**src/rtl/scs8hd_o31a_pipe.sv**
```systemverilog
// NCH-channel (|A)&B1 evaluator behind a DEPTH-stage valid/ready pipeline with bubble collapse,
// plus a sticky hit accumulator and a saturating hit-beat counter on the output handshake.
module scs8hd_o31a_pipe #(
  parameter int NCH   = 4,
  parameter int NA    = 3,
  parameter int DEPTH = 2,
  parameter int CW    = 8
) (
  input  logic              CLK,
  input  logic              RESET,
  input  logic [NCH*NA-1:0] A,
  input  logic [NCH-1:0]    B1,
  input  logic              in_valid,
  output logic              in_ready,
  output logic [NCH-1:0]    X,
  output logic              out_valid,
  input  logic              out_ready,
  input  logic              clr,
  output logic [NCH-1:0]    acc,
  output logic [CW-1:0]     hit_cnt
);

  logic [NCH-1:0] f;
  logic           fire;
  logic [NCH-1:0] acc_nxt;
  logic [CW-1:0]  hit_base;
  logic [CW-1:0]  hit_nxt;

  always_comb begin
    f = '0;
    for (int c = 0; c < NCH; c++) f[c] = (|A[c*NA +: NA]) & B1[c];
  end

  generate
    if (DEPTH == 0) begin : g_comb
      assign X         = f;
      assign out_valid = in_valid;
      assign in_ready  = out_ready;
    end else begin : g_pipe
      logic [DEPTH-1:0] v;
      logic [DEPTH-1:0] rdy;
      logic [NCH-1:0]   d [DEPTH];
      logic             run;

      // A stage may load when it or any stage downstream of it has room, or the sink drains.
      always_comb begin
        rdy = '0;
        run = out_ready;
        for (int s = DEPTH - 1; s >= 0; s--) begin
          run    = run | !v[s];
          rdy[s] = run;
        end
      end

      always_ff @(posedge CLK or posedge RESET) begin
        if (RESET) begin
          v <= '0;
          for (int s = 0; s < DEPTH; s++) d[s] <= '0;
        end else begin
          if (rdy[0]) begin
            v[0] <= in_valid;
            d[0] <= in_valid ? f : '0;
          end
          for (int s = 1; s < DEPTH; s++) begin
            if (rdy[s]) begin
              v[s] <= v[s-1];
              d[s] <= d[s-1];
            end
          end
        end
      end

      assign X         = d[DEPTH-1];
      assign out_valid = v[DEPTH-1];
      assign in_ready  = rdy[0];
    end
  endgenerate

  assign fire = out_valid & out_ready;

  // clr takes effect first so a colliding beat is counted into the fresh state.
  always_comb begin
    acc_nxt  = (clr ? '0 : acc) | (fire ? X : '0);
    hit_base = clr ? '0 : hit_cnt;
    hit_nxt  = hit_base;
    if (fire && (|X) && !(&hit_base)) hit_nxt = hit_base + CW'(1);
  end

  always_ff @(posedge CLK or posedge RESET) begin
    if (RESET) begin
      acc     <= '0;
      hit_cnt <= '0;
    end else begin
      acc     <= acc_nxt;
      hit_cnt <= hit_nxt;
    end
  end

endmodule

```
**config.mk**
```make
export PLATFORM = sky130hd
export DESIGN_NAME = scs8hd_o31a_pipe
export DESIGN_NICKNAME = d
export VERILOG_FILES = /design/src/rtl/scs8hd_o31a_pipe.sv
export SDC_FILE = /design/constraint.sdc
export NUM_CORES = 1
export LEC_CHECK = 0
export BUFFER_PORTS_ARGS = -buffer_cell sky130_fd_sc_hd__buf_2
export CAP_MARGIN = 20
export CORE_UTILIZATION = 48
export CTS_BUF_LIST = sky130_fd_sc_hd__clkbuf_4 sky130_fd_sc_hd__clkbuf_8 sky130_fd_sc_hd__clkbuf_16
export DETAILED_ROUTE_END_ITERATION = 8
export GPL_TIMING_DRIVEN = 0
export MAX_ROUTING_LAYER = met4
export PLACE_DENSITY = 0.9
export SLEW_MARGIN = 0
export SYNTH_ARGS = -nofsm -noshare
export SYNTH_HDL_FRONTEND = slang
export SYNTH_SLANG_ARGS = --single-unit
```
**constraint.sdc**
```tcl
create_clock -name CLK -period 2.3 [get_ports CLK]
set_clock_uncertainty 0.15 [all_clocks]
set_input_delay 0.115 -clock CLK [delete_from_list [all_inputs] [get_ports CLK]]
set_output_delay 0.115 -clock CLK [all_outputs]
set_load 0.005 [all_outputs]
```
Word level (Yosys, flattened, before mapping)

Index checks and enable logic that the tools add are counted.

Add/subtract/negate cells: 1
Reduce and logical (&&, ||, !) cells: 11
Bitwise gates (word level): 8
Multiplexer cells: 5

Operators by type and width:

| kind                  | number |
|---|---|
| $mux W8               | 2 |
| $mux W4               | 3 |
| $reduce_or A3 Y1      | 4 |
| $add A8 B1 Y8 const B | 1 |
| $reduce_and A8 Y1     | 1 |
| $and A1 B1 Y1         | 5 |
| $or A4 B4 Y4          | 1 |
| $reduce_or A4 Y1      | 1 |
| $logic_not A1 Y1      | 3 |
| $logic_and A1 B1 Y1   | 2 |
| $or A1 B1 Y1          | 2 |

Word-level logic and storage cells: 31
Register bits: 22
Bits of input ports: 21

Logic depth before layout (Yosys ltp)

Gate-level depths: netlist of the first run.

Word-level depth: 5
Mapped depth: 4

Least setup slack after synthesis of the first run

No wires, ideal clock.

Path type: register to register
Start point: reg g_pipe.d (netlist bit X[0])
End point: reg hit_cnt[3]
Data required time: 2,054 ps
Path buffers: 1
Stages on the path, launching flop included: 5
Path slack: 688 ps
Library setup time: 96 ps
Data arrival time: 1,366 ps
Cells stage by stage: dfrtp_1 or4_4 buf_6 and2_4 a311oi_2

Longest elaborated chain between the ends: 4

Ends and longest elaborated chain:

| what                             | RTL line | RTL |
|---|---|---|
| start, declared                  | 42       | `logic [NCH-1:0] d [DEPTH];` |
| start signal, assigned by index  | 67       | `d[s] <= d[s-1];` |
| $reduce_or A4 Y1                 | 86       | `if (fire && (\|X) && !(&hit_base)) hit_nxt = hit_base + CW'(1);` |
| $logic_and A1 B1 Y1 (2 in a row) | 86       |  |
| $mux W8                          | 86       |  |
| via hit_nxt[3]                   | 27       | `logic [CW-1:0] hit_nxt;` |
| end signal, assigned             | 95       | `hit_cnt <= hit_nxt;` |
| end, declared                    | 20       | `output logic [CW-1:0] hit_cnt` |

The timed path passes the listed nets, and every way through them passes these cells.
A chain may end at the register's enable or synchronous reset.

Worst setup path in the final report of the first run

Same ends and word-level chain as after synthesis.

==> results of run 1 <==
-- per-layer routing --
layer,GRT usage (%),share of wire [%],up-vias
li1,-,-,440
met1,25.2,38,451
met2,43.4,55,44
met3,5.30,6.8,0
met4,6.67,0,0
met5,-,0,-
-- critical path, stage by stage (launching register included) --
cell,delay [ps]
dfrtp_1,440
or4_4,560
buf_6,160
and2_4,140
a311oi_2,190
-- worst max path at each step --
stage,startpoint,end
2_1_floorplan,X[0],hit_cnt[3]
3_3_place_gp,X[0],hit_cnt[3]
3_5_place_dp,X[0],hit_cnt[5]
4_1_cts,X[0],hit_cnt[5]
5_1_grt,X[0],hit_cnt[5]
6_report,X[0],hit_cnt[3]
-- sequential cells by signal, indices dropped and copies added, names as in the netlist --
register / cells
g_pipe.v: 2
acc: 4
X: 4
hit_cnt: 8
g_pipe.d: 4
-- power groups by stage --
stage	clock network, uW	registers (uW)	logic [uW]
floorplan	0	448	97.4
global placement	0	450	154
detailed placement	0	452	162
CTS	305	445	167
global route	320	450	184
finish	303	445	165
-- kinds of logic after synthesis --
family	Yosys count	share of synthesized area (%)
buffers and inverters	13	7.32
AOI/OAI and AO/OA	25	17.4
DFF	22	51.1
muxes	8	8.36
and+or+nand+nor	27	15.8
-- final cells by class --
cell class	count	area share (%)
inverters	5	1.36
repair buffers	41	15.9
multi-input cells	60	32.4
well taps	27	2.44
flip-flops and latches	22	39.8
clock buffers	3	1.63
clock inverters	1	2.17
plain buffers	8	4.34
-- timing repair --
| action | in CTS | in global routing |
|---|---|---|
| hold buffers | 3 | 0 |
| endpoints found under the setup margin | 0 | 0 |
| hold endpoints to repair | 24 | 0 |
-- cells in the final DEF (no fill, tap or decap), drive strengths merged --
cell         instances
buf                 44
nand2                6
nand3                2
a41oi                2
nor2b                1
nor2                 1
inv                  5
dfrtp               22
nor3b                1
nand2b               3
clkbuf               5
bufinv               1
a211oi               5
a31oi                4
and3b                1
a311oi               1
a21oi                4
o21ai                4
nand4                1
mux2                 8
dlygate4sd3          3
and4                 2
and2                 3
a21boi               1
and3                 4
o311a                4
nand3b               1
or4                  1
-- stage by stage --
step | total power, uW | util [%] | hold slack (ps) | cells | area, um2
after global placement | 604 | 63.7 | 159 | 160 | 1300
after detailed placement | 614 | 63.7 | 179 | 160 | 1300
after global routing | 954 | 67.8 | 30.8 | 167 | 1380
after floorplan | 545 | - | -45.8 | 95 | 1080
after CTS | 916 | 67.8 | 4.54 | 167 | 1380
final | 912 | 67.8 | 4.89 | 167 | 1380
==> flow_summary.json, run 1 <==
{
  "nets": 162,
  "viasPerCell": 5.60,
  "crit_required_ps": 2370,
  "cts_resized": 0,
  "fin_crit_sh_pct": 75.4,
  "slew_headroom_pct": 44.9,
  "synth.avg_cell_area_um2": 11.3,
  "r2r_end": "hit_cnt[3]",
  "synth_area_um2": 1080,
  "arrival_ps": 1810,
  "die_w_um": 49.4,
  "drt_iter0_drc": 22,
  "fillers": 182,
  "crit_type": "flop to flop",
  "critPathMaxFanout": 10,
  "gr-total-overflow": 0,
  "yosysMostFrequentCell": "dfrtp_1",
  "hold_start": "A[5]",
  "num_rows": 16,
  "wl_per_cell_um": 14.5,
  "area_delta_synth_final_pct": 28.5,
  "ys_types": 30,
  "syn-num-nets": 116,
  "setup_viol": 0,
  "synth_area_leaders": "dfrtp_1, mux2_2, o311a_1, a211oi_1, buf_4",
  "hold_end": "g_pipe.d[5]",
  "max-vdd-ir-drop_v": 0.000478,
  "startpoint_type": "flop",
  "dieArea_um2": 2440,
  "ys.flop_type": "dfrtp_1",
  "fin_crit_ps": 1730,
  "grt_max_degree": 23,
  "routed_wl_mm": 2.42,
  "leakage_uw": 0.000692,
  "drtPass1Iterations": 4,
  "post-place-ws_ps": 592,
  "cts_setup_buffers": 0,
  "drc": 0,
  "run_status": "completed",
  "p_int_uw": 686,
  "num_antenna_cells": 0,
  "htreeDepth": 1,
  "grt_first_pass_wirelength_mm": 4.29,
  "maxSlewViolCount": 0,
  "drive_gt1_share_pct": 45.0,
  "hold_path.class": "primary input to flop",
  "reg2reg_depth": 4,
  "gp_congestion": 0.793,
  "ys_seq_elements": 22,
  "seq_area_frac_synth_pct": 51.1,
  "swShare_pct": 24.8,
  "async_reset_ff_share_pct": 100,
  "ff2ff_setup_slack_ps": 570,
  "cts.sinks": 22,
  "cts_buffers": 3,
  "multi_input_area_um2": 448,
  "track_usage_pct": 23.6,
  "clkLatencyLatePin_ps": 310,
  "yosysTopAreaCell": "dfrtp_1",
  "yosysWarnings": 0,
  "vias": 935,
  "io_pins": 39,
  "end_kind": "flop",
  "die_h_um": 49.4,
  "setup_tns_ps": 0,
  "dp.final_hpwl_mm": 1.83,
  "fmax_ghz": 0.577,
  "p_per_area_nw_per_um2": 659,
  "p_switching_uw": 226,
  "worst_slew_pin_slew_ps": 826,
  "synthTopCellsByCount": "dfrtp_1, mux2_2, nand2_1",
  "seqPwrFrac_pct": 48.7,
  "timing.final.ws_setup_ps": 566,
  "max_cap_violations": 0,
  "regToRegStartpoint": "X[0]",
  "root_buffer": "clkbuf_4",
  "regArea_um2": 551,
  "p_clk_share_pct": 33.2,
  "syn_inst": 95,
  "combinationalPowerShare_pct": 18.0,
  "yosysTopAreaCellShare_pct": 51.1,
  "antenna_found_initial": 0,
  "synth_edf_count": 0,
  "numPortBuffers": 38,
  "hold-path-cell-count": 3,
  "cts_tree": "built",
  "cts_max_path_buffers": 2,
  "grt_setup_unrepaired": "false",
  "clk_pin_slew_ps": 140,
  "coreArea_um2": 2040,
  "initial_core_util_pct": 52.8,
  "grt_pass1_vias": 973,
  "hold_viol": 0,
  "ant_nets": 0
}
(Power assumes the default switching activity.)
==> run 2: changes to the inputs <==
--- a/config.mk
+++ b/config.mk
@@ -5,9 +5,10 @@
 export SDC_FILE = /design/constraint.sdc
 export NUM_CORES = 1
 export LEC_CHECK = 0
+export ABC_AREA = 1
 export BUFFER_PORTS_ARGS = -buffer_cell sky130_fd_sc_hd__buf_2
 export CAP_MARGIN = 20
-export CORE_UTILIZATION = 48
+export CORE_UTILIZATION = 49
 export CTS_BUF_LIST = sky130_fd_sc_hd__clkbuf_4 sky130_fd_sc_hd__clkbuf_8 sky130_fd_sc_hd__clkbuf_16
 export DETAILED_ROUTE_END_ITERATION = 8
 export GPL_TIMING_DRIVEN = 0
==> constraint.sdc (replaced) <==
create_clock -name CLK -period 1.75 [get_ports CLK]
set_clock_uncertainty 0.15 [all_clocks]
set_input_delay 0.0875 -clock CLK [delete_from_list [all_inputs] [get_ports CLK]]
set_output_delay 0.0875 -clock CLK [all_outputs]
set_load 0.005 [all_outputs]
==> run 2 against run 1 <==
Sequential power is 34% higher. Largest cell class unchanged. Sequential cell count stayed put. Wire length is 11% higher. Combinational power is 52% higher. Highest routed layer is now met4. Critical endpoint is now in_ready. Core utilization is 0.10 points higher. Largest power group unchanged.
==> flow_summary.json, run 2 <==
{
  "regArea_um2": 552,
  "cts_max_path_buffers": 2,
  "instances_no_fill": 211,
  "grt_first_pass_wirelength_mm": 4.59,
  "drt_iter0_drc": 15,
  "drtPass1Iterations": 4,
  "drc": 0,
  "gp_congestion": 0.809,
  "yosysTopAreaCell": "dfrtp_1",
  "cts_setup_buffers": 0,
  "critPathMaxFanout": 10,
  "final_cell_mix": "buf_2, nand2_1, dfrtp_1, inv_1, dlygate4sd3_1",
  "regMostFlops": "hit_cnt",
  "p_per_area_nw_per_um2": 713,
  "synth_area_leaders": "dfrtp_1, nand2_1, inv_1, nand3_1, a32o_2",
  "cts_buffers": 3,
  "post-route-util_pct": 67.9,
  "startpoint_type": "flop",
  "fin_crit_sh_pct": 88.9,
  "fin_crit_ps": 1560,
  "drive_gt1_share_pct": 37.7,
  "crit_type": "flop to primary output",
  "die_h_um": 50.4,
  "post-place-ws_ps": 341,
  "wl_per_cell_um": 12.8,
  "grt_pass1_vias": 1122,
  "synthTopCellsByCount": "nand2_1, dfrtp_1, inv_1",
  "largest_register_ffs": 8,
  "hold_path.class": "primary input to flop",
  "syn_inst": 132,
  "report.power.total_uw": 1070,
  "cts_tree": "built",
  "arrival_ps": 1320,
  "seq_area_frac_synth_pct": 48.0,
  "synth_fa_ha_area_share_pct": 0,
  "gr-total-overflow": 0,
  "track_usage_pct": 24.9,
  "yosysMostFrequentCell": "nand2_1",
  "slew_headroom_pct": 43.7,
  "numPortBuffers": 37,
  "synth_edf_count": 0,
  "timing.final.ws_setup_ps": 194,
  "ys_seq_elements": 22,
  "max-vdd-ir-drop_v": 0.000574,
  "vias": 1087,
  "synthSimpleGateAreaFrac_pct": 28.6,
  "syn-num-nets": 153,
  "crit_required_ps": 1510,
  "nets": 206,
  "die_w_um": 50.4,
  "grt_setup_unrepaired": "false",
  "run_status": "completed",
  "synth-xor-area-share_pct": 0,
  "max_cap_violations": 0,
  "io_pins": 39,
  "setup_viol": 0,
  "dieArea_um2": 2540,
  "viasPerCell": 5.15,
  "end_kind": "primary output",
  "multi_input_area_um2": 479,
  "grt_max_degree": 23,
  "maxSlewViolCount": 0,
  "ys_types": 24,
  "leakage_uw": 0.000832,
  "hold_viol": 0,
  "cts.sinks": 22,
  "ant_nets": 0,
  "synth.avg_cell_area_um2": 8.69,
  "synth_top_family_by_area": "simple AND/OR/NAND/NOR gates",
  "routed_wl_mm": 2.70,
  "layout_commonest_cell": "buf_2",
  "fillers": 198,
  "yosysTopAreaCellShare_pct": 48.0,
  "synth_compound_area_share_pct": 13.2,
  "initial_core_util_pct": 51.9,
  "num_rows": 17,
  "async_reset_ff_share_pct": 100,
  "synth_area_um2": 1150,
  "htreeDepth": 1,
  "antenna_found_initial": 0,
  "coreArea_um2": 2210,
  "synthMuxAreaShare_pct": 0,
  "worst_slew_pin_slew_ps": 843,
  "placedCellCount": 197,
  "num_antenna_cells": 0,
  "setup_tns_ps": 0,
  "yosysWarnings": 0,
  "area_delta_synth_final_pct": 30.9,
  "clk_pin_slew_ps": 110,
  "fmax_ghz": 0.643,
  "clkLatencyLatePin_ps": 300,
  "ys.flop_type": "dfrtp_1",
  "root_buffer": "clkbuf_4",
  "dp.final_hpwl_mm": 1.95
}
==> run 2: changes by cell type in the layout (fill, tap and decap cells not counted), moves of 5 or more <==
cell,delta
nand3_1,+7
nor2_1,+6
o21ai_1,+5
mux2_2,-8
dlygate4sd3_1,+8
inv_1,+10
nand2_1,+26
==> run 2: worst max-delay path, cell delays in order, from the launching register on <==
cell and delay (ps):
dfrtp_2 460, inv_2 60, nor2_4 200, nand2_2 150, buf_2 160
==> run 2: per-stage QoR <==
| stage | area, um2 | hold WS [ps] |
|---|---|---|
| after floorplan | 1150 | -73.3 |
| after CTS | 1500 | 12.5 |
| after detailed placement | 1370 | 134 |
| after global routing | 1500 | 20.3 |
| after global placement | 1370 | 118 |
| final | 1500 | 20.0 |
==> run 2: worst paths after layout <==
path	from	to	slack [ps]	cells past startpoint
max	g_pipe.v[1]	in_ready	190	4
min	out_ready	acc[3]	20	2
max reg2reg	hit_cnt[0]	hit_cnt[3]	320	7
min reg2reg	g_pipe.v[0]	g_pipe.v[1]	360	1
max in group asynchronous	RESET	g_pipe.v[1]	530	3
min in group asynchronous	RESET	g_pipe.d[7]	350	3
==> run 2: cells by family (layout without fill, tap and decap cells) <==
logic type | Yosys count | in the layout
simple gates | 64 | 64
buf+inv | 25 | 76
flops | 22 | 22
compound gates | 21 | 21
==> run 2: area by class of cell <==
type | instances | area share [%]
clock buffers | 3 | 1.50
well taps | 28 | 2.33
inverters | 19 | 4.75
flip-flops and latches | 22 | 36.7
repair buffers | 48 | 19.7
plain buffers | 6 | 3.08
multi-input cells | 85 | 31.9
==> run 2: routing by layer <==
layer | global-route usage [%] | vias to the layer above | part of all wire, %
li1 | - | 533 | -
met1 | 25.3 | 513 | 40
met2 | 47.1 | 36 | 54
met3 | 4.24 | 5 | 4.4
met4 | 9.26 | 0 | 1.4
met5 | - | - | 0
==> run 2: power by group <==
| part | leakage [uW] | internal (uW) | switching [uW] |
|---|---|---|---|
| combinational | 0.000528 | 123 | 127 |
| clock | 0.0000138 | 80.5 | 143 |
| sequential | 0.000291 | 555 | 42.6 |
| total | 0.000832 | 758 | 312 |
==> run 2: what timing repair did <==
item / in CTS / in global routing
hold buffers: 11 / 0
setup endpoints to repair: 0 / 1
hold endpoints to repair: 29 / 0
resized for setup: 0 / 1
